File: config.mk
export PLATFORM = sky130hd
export DESIGN_NAME = vecmac_seq_ctrl
export DESIGN_NICKNAME = d
export VERILOG_FILES = /design/src/rtl/vecmac_seq_ctrl.sv
export SDC_FILE = /design/constraint.sdc
export NUM_CORES = 1
export LEC_CHECK = 0
export ABC_CLOCK_PERIOD_IN_PS = 17900
export BUFFER_PORTS_ARGS = -buffer_cell sky130_fd_sc_hd__buf_2
export CORE_ASPECT_RATIO = 1.5
export CORE_MARGIN = 8
export CORE_UTILIZATION = 48
export DETAILED_ROUTE_END_ITERATION = 8
export PLACE_DENSITY = 0.8
export SETUP_SLACK_MARGIN = 0.2
export SKIP_LAST_GASP = 1
export SYNTH_ARGS = -nofsm -noshare
export SYNTH_HDL_FRONTEND = slang
export SYNTH_SLANG_ARGS = --single-unit
File: constraint.sdc
create_clock -name clk -period 17.9 [get_ports clk]
set_input_delay 3.58 -clock clk [delete_from_list [all_inputs] [get_ports clk]]
set_output_delay 3.58 -clock clk [all_outputs]
set_load 0.01 [all_outputs]
File: src/rtl/vecmac_seq_ctrl.sv
// Job sequencer for the 8-lane INT8 dot-product engine: streams a job's operand
// beats into the engine and accumulates its partial sums into one wide result.
module vecmac_seq_ctrl #(
  parameter int BUSW  = 64,
  parameter int LEN_W = 16
) (
  input  logic                 clk,
  input  logic                 rst,
  input  logic                 cmd_valid,
  output logic                 cmd_ready,
  input  logic [LEN_W-1:0]     cmd_len,
  input  logic                 s_valid,
  output logic                 s_ready,
  input  logic [BUSW-1:0]      s_a,
  input  logic [BUSW-1:0]      s_b,
  output logic                 eng_in_valid,
  output logic [BUSW-1:0]      eng_in_a,
  output logic [BUSW-1:0]      eng_in_b,
  input  logic                 eng_out_valid,
  input  logic [18:0]          eng_out_sum,
  output logic                 res_valid,
  input  logic                 res_ready,
  output logic [LEN_W+18:0]    res_sum,
  output logic                 busy,
  output logic                 err_unexp
);

  localparam int ACC_W = LEN_W + 19;

  typedef enum logic [1:0] {
    IDLE  = 2'd0,
    FEED  = 2'd1,
    DRAIN = 2'd2,
    DONE  = 2'd3
  } state_t;

  state_t             state;
  logic [LEN_W-1:0]   len_q;
  logic [LEN_W-1:0]   issued;
  logic [LEN_W-1:0]   returned;
  logic [ACC_W-1:0]   acc;

  logic               acc_hit;
  logic [LEN_W-1:0]   ret_next;
  logic [ACC_W-1:0]   acc_next;

  // A result only counts if a beat is still outstanding; anything else is spurious.
  always_comb begin
    acc_hit  = eng_out_valid && (returned < issued);
    ret_next = returned;
    acc_next = acc;
    if (acc_hit) begin
      ret_next = returned + 1'b1;
      acc_next = acc + ACC_W'(eng_out_sum);
    end
  end

  always_ff @(posedge clk or posedge rst) begin
    if (rst) begin
      state        <= IDLE;
      len_q        <= '0;
      issued       <= '0;
      returned     <= '0;
      acc          <= '0;
      cmd_ready    <= 1'b0;
      s_ready      <= 1'b0;
      eng_in_valid <= 1'b0;
      eng_in_a     <= '0;
      eng_in_b     <= '0;
      res_valid    <= 1'b0;
      res_sum      <= '0;
      busy         <= 1'b0;
      err_unexp    <= 1'b0;
    end else begin
      eng_in_valid <= 1'b0;
      err_unexp    <= 1'b0;

      if (eng_out_valid) begin
        if (acc_hit) begin
          acc      <= acc_next;
          returned <= ret_next;
        end else begin
          err_unexp <= 1'b1;
        end
      end

      case (state)
        IDLE: begin
          if (cmd_valid && cmd_ready) begin
            len_q     <= cmd_len;
            issued    <= '0;
            returned  <= '0;
            acc       <= '0;
            cmd_ready <= 1'b0;
            busy      <= 1'b1;
            if (cmd_len == '0) begin
              state     <= DONE;
              res_valid <= 1'b1;
              res_sum   <= '0;
            end else begin
              state   <= FEED;
              s_ready <= 1'b1;
            end
          end else begin
            cmd_ready <= 1'b1;
          end
        end

        FEED: begin
          if (s_valid && s_ready) begin
            eng_in_a     <= s_a;
            eng_in_b     <= s_b;
            eng_in_valid <= 1'b1;
            issued       <= issued + 1'b1;
            if (issued == len_q - 1'b1) begin
              state   <= DRAIN;
              s_ready <= 1'b0;
            end
          end
        end

        // Looks at the post-edge count so the final sum is published one cycle later.
        DRAIN: begin
          if (ret_next == len_q) begin
            state     <= DONE;
            res_valid <= 1'b1;
            res_sum   <= acc_next;
          end
        end

        DONE: begin
          if (res_ready) begin
            state     <= IDLE;
            res_valid <= 1'b0;
            busy      <= 1'b0;
            cmd_ready <= 1'b1;
          end
        end

        default: begin
          state <= IDLE;
        end
      endcase
    end
  end

endmodule

* Word level (Yosys, flattened, before mapping) *
Index checks and enable logic that the tools add are counted.

operators by class
  add/subtract/negate cells = 4
  order comparisons = 1
  equal/unequal tests = 12
  mux-type cells = 43
  reduce and logical (&&, ||, !) cells = 18

operators with widths
  kind                                                 number
  two-way mux 35 bit                                   8
  two-way mux 16 bit                                   7
  case mux 35 bit (2 select lines)                     1
  adder 35 x 19 -> 35 bit                              1
  adder 16 x 1 -> 16 bit (second input constant)       2
  == test 16 bit                                       2
  case mux 16 bit (2 select lines)                     1
  logical NOT 16 bit                                   1
  < comparator 16 bit                                  1
  subtractor 16 x 1 -> 16 bit (second input constant)  1
  two-way mux 1 bit                                    15
  AND reduction 5 bit                                  3
  != test 2 bit (second input constant)                7
  two-way mux 2 bit                                    6
  case mux 2 bit (4 select lines)                      1
  case mux 1 bit (2 select lines)                      3
  AND reduction 2 bit                                  3
  AND reduction 3 bit                                  2
  nonzero test 2 bit                                   3
  == test 2 bit (second input constant)                2
  AND reduction 4 bit                                  1
  logical AND 1 bit                                    3
  case mux 1 bit (3 select lines)                      1
  nonzero test 3 bit                                   1
  2 further kinds                                      2

word-level totals
  register bits after elaboration = 254
  bits of input ports = 169
  output and inout bits = 169
  logic and storage cells = 92

* Logic depth before layout (Yosys ltp) *
Gate-level depths: netlist of run 1.

  word-level depth = 7
  depth in mapped cells = 15

* Least setup slack after synthesis of run 1 *
Ideal clock, no wire load.

  kind = input port to flip-flop
  start point = input port eng_out_valid
  end point = register res_sum[10]
  arrival = 6.015 ns
  required time = 17.821 ns
  path slack = 11.805 ns
  cell stages on the path = 12
  buffers on the path = 2
  cell sequence = inv_1 a211oi_2 a21boi_2 a31oi_1 a311o_1 nor4b_2 nand4_1 nor4_2 and3_1 buf_6 buf_12 mux2i_1

on the way
  word-level cells in the longest chain between the ends = 5

RTL lines
  what                           RTL line  text
  start, declared                19        input logic eng_out_valid,
  logical AND 1 bit (*)          49        acc_hit = eng_out_valid && (returned < issued);
  two-way mux 16 bit             52        if (acc_hit) begin
  == test 16 bit                 124       if (ret_next == len_q) begin
  != test 2 bit (no line)        n/a
  AND reduction 4 bit (no line)  n/a
  end signal, assigned           127       res_sum <= acc_next;
  end, declared                  23        output logic [LEN_W+18:0] res_sum,

Mark *: on every way between the ends. The rest lies on a longest branch, timed or not. The select of a mux whose other input is x is not followed.
A chain may end at the register's enable or synchronous reset.

* Worst setup path after layout of run 1 *
  start point = input port eng_out_valid
  end point = register res_sum[31]

The elaborated chain is that of the path after synthesis.

==> reports/metrics.cfg, run 1 <==
[status]
outcome=finished, final reports clean

[detailed_routing]
drt_iter0_drc=665
wirelength_mm=40.1
drt-met1-wl_mm=14.9
first_pass_iters=7
ant_nets=0
routedWlPerCell_um=19.2
dr_total_vias=11200
drcViolationCount=0
routed.top_layer=met5
wl_met3_mm=4.08
via_per_inst=5.36
dr_wl_met2_mm=19.6

[floorplanning]
die_area_mm2=0.0319
io_pins=338
core_mm2=0.0262
initial_core_util=0.482
num_rows=73
die_h_um=215
dieWidth_um=148

[synthesis]
synth_top_area_frac=0.503
async_flop_share=1.00
synth_cell_type_count=69
yosys_warnings=0
yosysTopAreaCell=dfrtp_1
ys_seq_area_frac=0.503
ys_ff_latch=254
yosys_most_used_dff=dfrtp_1
synth_cells=1423
synth_area_leaders=dfrtp_1 50%, nand2_1 15%, ha_1 4.1%
synth_fp_nets=1634
synth_area_per_cell_um2=8.88
syn_area_mm2=0.0126
synth-edff-count=0

[worst_setup_path]
crit_path_top_delay_cell=and3_2
end_kind=flip-flop
worst-r2r-setup-slack_ns=13.05
critPathLaunchType=input pin
worstPathRequired_ns=18.35
worstReg2RegEnd=res_sum[31]
crit_type=in -> reg
reg2regPathDepth=12
crit_fanout=35
path_cells=buf_2, inv_1, a211oi_2, o21ai_2, nor2_2, nand2_1, a221oi_1, o2111ai_1, nor4_2, and3_2, mux2i_1
critical_path_arrival_ns=7.35
slowest_delay_ns=1.03
reg2reg_from=issued[14]

[global_route]
grt_pass1_wl_mm=62.2
grt_usage=0.246
grt_max_degree=89
grt_antenna_before_repair=13
grt_remaining_overflow=0
grt_pass1_vias=11500

[sta]
final-hold-violation-count=0
slew_viol_final=0
fin_setup_tns_ns=0
hold_slack_ns=0.470
slew_headroom=0.238
setup_viol=0
rsz0062_at_grt=false
max_freq_mhz=145
finalCritPeriodShare=0.385
worst_slew_pin_slew_ns=1.14
finClkSkew_ns=0.0191
period_needed_ns=6.89

[min_path]
hp-class=reg -> reg
min_to=eng_in_a[41]
min_path_cells=2
hold_start=eng_in_a[41]

[clocking]
root_buffer=clkbuf_16
h-tree-depth=1
cts_setup_buffers=0
clock-sinks=254
clockBufferDepth=3
cts_tree=done
clock_latency_ns=0.54
clkTransAtPathRegs_ns=0.06
ctsHoldBuffers=0
cts-resized-gates=0
numCtsBuffers=26

[final_layout]
final_common_cell=nand2_1
final_cell_mix=505 x nand2_1, 337 x buf_2, 254 x dfrtp_1
drive_gt1_frac=0.234
areaGrowthSynthToFinish_pct=22.0
final_cell_area_mm2=0.0154
post-route-util=0.588
final_nets=1938
final_cells=2085

[pwr]
irDropWorstVdd_v=0.000105
p_clk_frac=0.220
power.density_mw_per_mm2=167
swShare=0.407
sequentialPowerShare=0.365
leakagePower_nw=8.13
power_frac_comb=0.415
p_switching_w=0.00105
internal_power_w=0.00153

[placed_design]
gp_congestion=0.956
dp_hpwl_mm=30.1
port_buffers=337
dp_cells=2036
postPlaceCellArea_mm2=0.0145

[flow_run]
maxCapViolCount=0

## cells by family after synthesis
kind of cell	after synthesis	synth area share
adder cells (fa/ha/maj)	42	0.0422
multiplexers	42	0.0338
AND/OR/NAND/NOR	754	0.251
AO/OA/AOI/OAI	138	0.0722
XOR/XNOR	89	0.0628
flip-flops	254	0.503
buffers and inverters	104	0.0356
## power by group through the flow
stage | Sequential (W) | Clock (W) | Combinational [W]
detailed placement | 0.000939 | 0 | 0.00107
global route | 0.000963 | 0.000601 | 0.00120
floorplan | 0.000950 | 0 | 0.000680
CTS | 0.000936 | 0.000581 | 0.00108
global placement | 0.000934 | 0 | 0.00104
finish | 0.000940 | 0.000568 | 0.00107
## layout make-up
cell class                 instances  area, um2
antenna                            5       12.5
clock buffer                      34        721
clock inverter                    10        168
fill                            2276      10800
inverter                          35        141
multi-input combinational       1065       5850
sequential                       254       6360
tap                              337        422
timing repair buffer             345       1750
## stage by stage
| stage | setup slack (ns) | total power, W |
|---|---|---|
| floorplan | 7.33 | 0.00163 |
| global placement | 10.55 | 0.00197 |
| detailed placement | 10.50 | 0.00201 |
| finish | 11.01 | 0.00258 |
| CTS | 11.06 | 0.00259 |
| global route | 10.75 | 0.00276 |
## worst max-delay path, delay by kind of cell
| family | cells | cell delay [ns] |
|---|---|---|
| compound gates | 4 | 1.03 |
| buf+inv | 2 | 0.13 |
| simple gates | 4 | 2.28 |
| mux | 1 | 0.29 |
## worst max-delay path by stage
stage	from	to	slack [ns]	depth (start not counted)
2_1_floorplan	rst	acc[0]	7.33	1
3_3_place_gp	eng_out_valid	res_sum[14]	10.55	11
3_5_place_dp	eng_out_valid	res_sum[31]	10.50	11
4_1_cts	eng_out_valid	res_sum[12]	11.06	11
5_1_grt	eng_out_valid	res_sum[34]	10.75	11
6_report	eng_out_valid	res_sum[31]	11.01	11
## synthesized netlist by cell type (all sizes together) (29+ instances only)
| cell type | count |
|---|---|
| a21oi | 40 |
| clkbuf | 59 |
| dfrtp | 254 |
| ha | 41 |
| inv | 35 |
| mux2i | 37 |
| nand2 | 505 |
| nand3 | 34 |
| nor2 | 114 |
| o21ai | 29 |
| xnor2 | 49 |
| xor2 | 39 |
## metal layers
layer / track usage / vias up
li1: - / 5267
met1: 0.281 / 5314
met2: 0.418 / 477
met3: 0.0791 / 99
met4: 0.0945 / 10
met5: 0 / -
## registers in the layout, summed over array words and instances (netlist names)
name and count:
state 2, len_q 16, err_unexp 1, s_ready 1, acc 35, returned 16, res_sum 35, eng_in_valid 1
eng_in_b 64, busy 1, eng_in_a 64, res_valid 1, issued 16, cmd_ready 1
Note: power is estimated with default switching activity, not from simulation.
==> run 2, diff against run 1 <==
--- a/config.mk
+++ b/config.mk
@@ -5,13 +5,14 @@
 export SDC_FILE = /design/constraint.sdc
 export NUM_CORES = 1
 export LEC_CHECK = 0
-export ABC_CLOCK_PERIOD_IN_PS = 17900
+export ABC_AREA = 1
+export ABC_CLOCK_PERIOD_IN_PS = 6290
 export BUFFER_PORTS_ARGS = -buffer_cell sky130_fd_sc_hd__buf_2
 export CORE_ASPECT_RATIO = 1.5
 export CORE_MARGIN = 8
 export CORE_UTILIZATION = 48
 export DETAILED_ROUTE_END_ITERATION = 8
-export PLACE_DENSITY = 0.8
+export PLACE_DENSITY = 0.82
 export SETUP_SLACK_MARGIN = 0.2
 export SKIP_LAST_GASP = 1
 export SYNTH_ARGS = -nofsm -noshare
==> constraint.sdc (replaced) <==
create_clock -name clk -period 6.29 [get_ports clk]
set_input_delay 1.258 -clock clk [delete_from_list [all_inputs] [get_ports clk]]
set_output_delay 1.258 -clock clk [all_outputs]
set_load 0.01 [all_outputs]
==> run 2 against run 1 <==
Against the previous run: combinational power rose to 3.6 times the previous value; design area rose by 5.6%; final cell count rose by 17%; register-to-register slack got worse by 11 ns; critical path type is now reg -> reg; largest cell class unchanged; highest routed layer unchanged.
==> reports/metrics.cfg, run 2 <==
[clocking]
clock_latency_ns=0.54  ; about the same
h-tree-depth=1  ; unchanged
root_buffer=clkbuf_16  ; unchanged
numCtsBuffers=25  ; was 26
clockBufferDepth=3  ; unchanged
cts-resized-gates=0  ; unchanged
clkTransAtPathRegs_ns=0.07  ; was 0.06 ns
cts_setup_buffers=0  ; unchanged
ctsHoldBuffers=0  ; unchanged
clock-sinks=254  ; unchanged
cts_tree=done  ; unchanged

[global_route]
grt_usage=0.251  ; was 0.246
busiest_layer=met2  ; unchanged
grt_pass1_wl_mm=67.7  ; was 62.2 mm
grt_remaining_overflow=0  ; unchanged
grt_pass1_vias=13100  ; was 11500
grt_max_degree=132  ; was 89
met3_usage=0.0760  ; was 0.0791
globalRouteMet2Util=0.443  ; was 0.418
grt_antenna_before_repair=15  ; was 13
grt_use_met1=0.280  ; was 0.281

[synthesis]
syn_area_mm2=0.0134  ; was 0.0126 mm2
synth_area_per_cell_um2=7.59  ; was 8.88 um2
ys_ff_latch=254  ; unchanged
yosysMostFrequentCell=nand2_1  ; unchanged
synth_cells=1765  ; was 1423
synth_area_leaders=dfrtp_1 47%, nand2_1 20%, nor2_1 4.3%  ; was dfrtp_1 50%, nand2_1 15%, ha_1 4.1%
ys_seq_area_frac=0.474  ; was 0.503
async_flop_share=1.00  ; unchanged
synth_top_area_frac=0.474  ; was 0.503
yosys_warnings=0  ; unchanged
synth_fp_nets=1976  ; was 1634
yosys_most_used_dff=dfrtp_1  ; unchanged
synth_top_cells_by_count=712 x nand2_1, 254 x dfrtp_1, 153 x nor2_1, 133 x inv_1, 94 x nand3_1  ; was 505 x nand2_1, 254 x dfrtp_1, 113 x nor2_1, 59 x clkbuf_1, 49 x xnor2_1
yosysTopAreaCell=dfrtp_1  ; unchanged
synth_cell_type_count=36  ; was 69
synth-edff-count=0  ; unchanged

[min_path]
hp-class=reg -> reg  ; unchanged

[detailed_routing]
wirelength_mm=43.5  ; was 40.1 mm
dr_total_vias=12900  ; was 11200
ant_nets=0  ; unchanged
via_per_inst=5.25  ; was 5.36
drt_iter0_drc=863  ; was 665
first_pass_iters=7  ; unchanged
drcViolationCount=0  ; unchanged
routedWlPerCell_um=17.7  ; was 19.2 um

[sta]
fin_setup_tns_ns=0  ; unchanged
slew_viol_final=0  ; unchanged
finalCritPeriodShare=0.677
finClkSkew_ns=0.0167  ; was 0.0191 ns
final-hold-violation-count=0  ; unchanged
setup_viol=0  ; unchanged
max_freq_mhz=235
worst_slew_pin_slew_ns=1.15  ; was 1.14 ns
period_needed_ns=4.26
rsz0062_at_grt=false  ; unchanged
hold_slack_ns=0.465  ; was 0.470 ns
slew_headroom=0.235  ; was 0.238

[worst_setup_path]
critPathLaunchType=flip-flop  ; was input pin
worstPathRequired_ns=6.76  ; was 18.35 ns
crit_fanout=41  ; was 35
critical_path_arrival_ns=4.73  ; was 7.35 ns
crit_type=reg -> reg  ; was in -> reg
end_kind=flip-flop  ; unchanged

[final_layout]
final_common_cell=nand2_1  ; unchanged
final_cell_mix=712 x nand2_1, 337 x buf_2, 254 x dfrtp_1  ; was 505 x nand2_1, 337 x buf_2, 254 x dfrtp_1
largestRegisters=eng_in_a (64), eng_in_b (64)  ; unchanged
final_cells=2449  ; was 2085
areaGrowthSynthToFinish_pct=21.5  ; was 22.0%
post-route-util=0.588  ; about the same
drive_gt1_frac=0.203  ; was 0.234
final_cell_area_mm2=0.0163  ; was 0.0154 mm2
final_nets=2285  ; was 1938

[flow_run]
maxCapViolCount=0  ; unchanged

[placed_design]
postPlaceCellArea_mm2=0.0153  ; was 0.0145 mm2
gp_congestion=0.965  ; was 0.956
dp_cells=2393  ; was 2036
dp_hpwl_mm=33.1  ; was 30.1 mm
port_buffers=337  ; unchanged

[pwr]
leakagePower_nw=8.95  ; was 8.13 nW
power.density_mw_per_mm2=509  ; was 167 mW/mm2
irDropWorstVdd_v=0.000285  ; was 0.000105 V

[floorplanning]
initial_core_util=0.484  ; was 0.482
dieWidth_um=152  ; was 148 um
io_pins=338  ; unchanged
num_rows=75  ; was 73
core_mm2=0.0277  ; was 0.0262 mm2
die_area_mm2=0.0336  ; was 0.0319 mm2
die_h_um=221  ; was 215 um

[status]
outcome=finished, final reports clean  ; unchanged

## run 2: changes by cell type after synthesis, moves of 14 or more
cell     delta
mux2i_1    -37
nand4_1    +28
nor2_1     +40
xor2_1     +14
xnor2_1    -33
and3_1     -15
inv_1      +98
nand2_1   +207
o21ai_0    +40
nand3_1    +60
## run 2: area by class of cell
| type | instances | area [um2] |
|---|---|---|
| clock inverter | 9 | 181 |
| antenna | 11 | 27.5 |
| inverter | 133 | 504 |
| multi-input combinational | 1313 | 6260 |
| fill | 2463 | 11400 |
| timing repair buffer | 347 | 1770 |
| clock buffer | 36 | 747 |
| sequential | 254 | 6360 |
| tap | 346 | 433 |
## run 2: kinds of logic (layout without fill, tap and decap cells)
kind of cell	Yosys count	after routing	synth area share
DFF	254	254	0.474
AOI/OAI and AO/OA	137	137	0.0541
adders and majority gates	42	42	0.0398
buffers and inverters	198	525	0.0599
xor gates and xnor gates	69	69	0.0451
and+or+nand+nor	1065	1065	0.327
other	0	11	0
## run 2: through the flow
stage / worst slack [ns] / power (W)
CTS: 2.04 / 0.00831
global route: 1.65 / 0.00894
finish: 2.03 / 0.00829
global placement: 2.14 / 0.00647
detailed placement: 2.08 / 0.00659
floorplan: 1.69 / 0.00527
## run 2: path summary, 6_finish.rpt
path / slack [ns] / startpoint / depth (start not counted) / end
max in group asynchronous: 4.05 / rst / 3 / eng_in_a[49]
setup reg to reg: 2.03 / issued[5] / 14 / res_sum[16]
min in group asynchronous: 0.88 / rst / 2 / eng_in_b[61]
hold reg to reg: 0.46 / eng_in_b[8] / 2 / eng_in_b[8]
setup / recovery: 2.03 / issued[5] / 14 / res_sum[16]
hold / removal: 0.46 / eng_in_b[8] / 2 / eng_in_b[8]
## run 2: metal layers
metal,wire length [um],part of all wire
met1,15800,0.36
met5,39,0.00090
met4,1630,0.037
met2,21500,0.49
met3,4490,0.10
## run 2: critical path, cell delays in order, from the launching register on
cell      delay, ns
dfrtp_1        0.44
inv_1          0.10
ha_1           0.31
a21oi_1        0.13
nor2_1         0.06
nor3_1         0.17
nand2_1        0.12
nand2_2        0.38
nand3_2        0.43
buf_4          0.37
inv_1          0.85
or2_2          0.25
a21boi_0       0.33
nand4_1        0.14
nand2_1        0.10
## run 2: power by group
| part | switching (W) | leakage [nW] | total (W) | internal [W] |
|---|---|---|---|---|
| registers | 0.000475 | 3.27 | 0.00274 | 0.00227 |
| logic | 0.00253 | 5.23 | 0.00386 | 0.00133 |
| clock network | 0.000654 | 0.457 | 0.00169 | 0.00103 |
==> run 3, diff against run 2 <==
--- a/config.mk
+++ b/config.mk
@@ -6,7 +6,7 @@
 export NUM_CORES = 1
 export LEC_CHECK = 0
 export ABC_AREA = 1
-export ABC_CLOCK_PERIOD_IN_PS = 6290
+export ABC_CLOCK_PERIOD_IN_PS = 3710
 export BUFFER_PORTS_ARGS = -buffer_cell sky130_fd_sc_hd__buf_2
 export CORE_ASPECT_RATIO = 1.5
 export CORE_MARGIN = 8
==> constraint.sdc (replaced) <==
create_clock -name clk -period 3.71 [get_ports clk]
set_input_delay 0.742 -clock clk [delete_from_list [all_inputs] [get_ports clk]]
set_output_delay 0.742 -clock clk [all_outputs]
set_load 0.01 [all_outputs]
==> run 3 against run 2 <==
Against the previous run: sequential cell count is the same; clock-buffer cell count grew 6; combinational power grew 73%; clock power grew 63%; wire length grew 2.1%; total power grew 70%; non-clock buffer count grew 18; die area is the same; first-iteration DRC count grew 4.5%; clock skew shrank 0.0035 ns; worst setup slack lost 1.5 ns; utilization grew 0.66 points; critical endpoint is now state[0]; largest power group unchanged.
==> reports/metrics.cfg, run 3 (synthesis gave the netlist of run 2 again) <==
[clocking]
h-tree-depth=1  ; unchanged
root_buffer=clkbuf_16  ; unchanged
clock_latency_ns=0.54  ; about the same
numCtsBuffers=26  ; was 25
clockBufferDepth=3  ; unchanged
clock-sinks=254  ; unchanged
clkTransAtPathRegs_ns=0.06  ; was 0.07 ns
cts_tree=done  ; unchanged

[sta]
worst_slew_pin_slew_ns=1.29  ; was 1.15 ns
worst_slack_ns=0.503  ; was 2.03 ns
setup_viol=0  ; unchanged
slew_viol_final=0  ; unchanged
hold_slack_ns=0.376  ; was 0.465 ns
finClkSkew_ns=0.0132  ; was 0.0167 ns
final-hold-violation-count=0  ; unchanged
finalCritPeriodShare=0.864  ; was 0.677
slew_headroom=0.138  ; was 0.235
rsz0062_at_grt=false  ; unchanged
max_freq_mhz=312  ; was 235 MHz
period_needed_ns=3.21  ; was 4.26 ns

[global_route]
grt_pass1_vias=13300  ; was 13100
grt_usage=0.259  ; was 0.251
grt_pass1_wl_mm=69.4  ; was 67.7 mm
grt_remaining_overflow=0  ; unchanged
grt_max_degree=129  ; was 132
grt_antenna_before_repair=22  ; was 15

[flow_run]
maxCapViolCount=0  ; unchanged

[final_layout]
final_common_cell=nand2_1  ; unchanged
drive_gt1_frac=0.211  ; was 0.203
final_cell_mix=712 x nand2_1, 337 x buf_2, 254 x dfrtp_1  ; unchanged
areaGrowthSynthToFinish_pct=22.9  ; was 21.5%
final_nets=2304  ; was 2285
post-route-util=0.595  ; was 0.588
largestRegisters=eng_in_a (64), eng_in_b (64)  ; unchanged
final_cells=2473  ; was 2449

[worst_setup_path]
critical_path_arrival_ns=3.63  ; was 4.73 ns
crit_type=reg -> reg  ; unchanged
reg2regPathDepth=19  ; was 14
critPathLaunchType=flip-flop  ; unchanged
crit_fanout=23  ; was 41
end_kind=flip-flop  ; unchanged
worstPathRequired_ns=4.14  ; was 6.76 ns

[floorplanning]
initial_core_util=0.484  ; unchanged
die_area_mm2=0.0336  ; unchanged
die_h_um=221  ; unchanged
core_mm2=0.0277  ; unchanged
dieWidth_um=152  ; unchanged
io_pins=338  ; unchanged
num_rows=75  ; unchanged

[detailed_routing]
dr_wl_met2_mm=22.0  ; was 21.5 mm
first_pass_iters=5  ; was 7
drt_iter0_drc=902  ; was 863
wirelength_mm=44.4  ; was 43.5 mm
wl_met3_mm=4.29  ; was 4.49 mm
via_per_inst=5.25  ; about the same
routed.top_layer=met5  ; unchanged
routedWlPerCell_um=17.9  ; was 17.7 um
drt-met1-wl_mm=16.1  ; was 15.8 mm
dr_total_vias=13000  ; was 12900
ant_nets=0  ; unchanged
drcViolationCount=0  ; unchanged

[placed_design]
gp_congestion=0.932  ; was 0.965
dp_slack_ns=0.268  ; was 2.08 ns
dp_cells=2411  ; was 2393
port_buffers=337  ; unchanged
dp_hpwl_mm=34.2  ; was 33.1 mm

[pwr]
irDropWorstVdd_v=0.000491  ; was 0.000285 V
leakagePower_nw=9.03  ; was 8.95 nW
power.density_mw_per_mm2=856  ; was 509 mW/mm2

[status]
outcome=finished, final reports clean  ; unchanged

[min_path]
hp-class=in -> async  ; was reg -> reg

run 3: area by class of cell:
cell class	count	area [um2]
clock buffer	42	832
inverter	133	504
multi-input combinational	1313	6280
tap	346	433
fill	2443	11200
timing repair buffer	365	1940
antenna	15	37.5
clock inverter	5	80.1
sequential	254	6360
run 3: path summary, 6_finish.rpt:
kind | from | end | slack, ns
worst min register to register | eng_in_b[5] | eng_in_b[5] | 0.47
max in group asynchronous | rst | eng_in_b[34] | 2.44
worst max register to register | returned[11] | state[0] | 0.50
worst min-delay path | rst | eng_in_a[4] | 0.38
min in group clk | s_a[54] | eng_in_a[54] | 0.40
worst max-delay path | returned[11] | state[0] | 0.50
run 3: power by group:
group	internal [W]	switching (W)	total (W)	leakage [nW]
registers	0.00384	0.000823	0.00467	3.27
logic	0.00233	0.00433	0.00666	5.33
clock network	0.00167	0.00110	0.00276	0.443
run 3: metal layers:
layer  track usage  vias up
li1              -     6249
met1         0.288     5997
met2         0.454      576
met3        0.0698      141
met4         0.130       14
met5             0        -
run 3: stage by stage:
stage	cell area, um2	power (W)	setup TNS, ns
6_report	16500	0.0141	0
5_1_grt	16400	0.0152	0
4_1_cts	16400	0.0141	0
3_5_place_dp	15500	0.0113	0
3_3_place_gp	15500	0.0111	0
2_1_floorplan	13400	0.00893	-95.41
run 3: worst max-delay path, stage by stage (launching register included):
cell and delay, ns:
dfrtp_1 0.57, ha_1 0.32, a21oi_1 0.13, o21ai_0 0.12, a21oi_2 0.22, buf_4 0.32
nand4_1 0.16, nand2_1 0.11, nand2_1 0.06, nand2_1 0.06, nand2_1 0.10, inv_1 0.07
nand2_1 0.06, nor2_1 0.09, nand2_1 0.09, nand2_4 0.16, buf_6 0.23, nand2_1 0.09
nand2_1 0.06, nand2_1 0.05
run 3: repair_timing:
item,in CTS,in global routing
hold buffers,0,0
endpoints found under the setup margin,0,43
gates resized for setup,0,7
buffers inserted,0,0
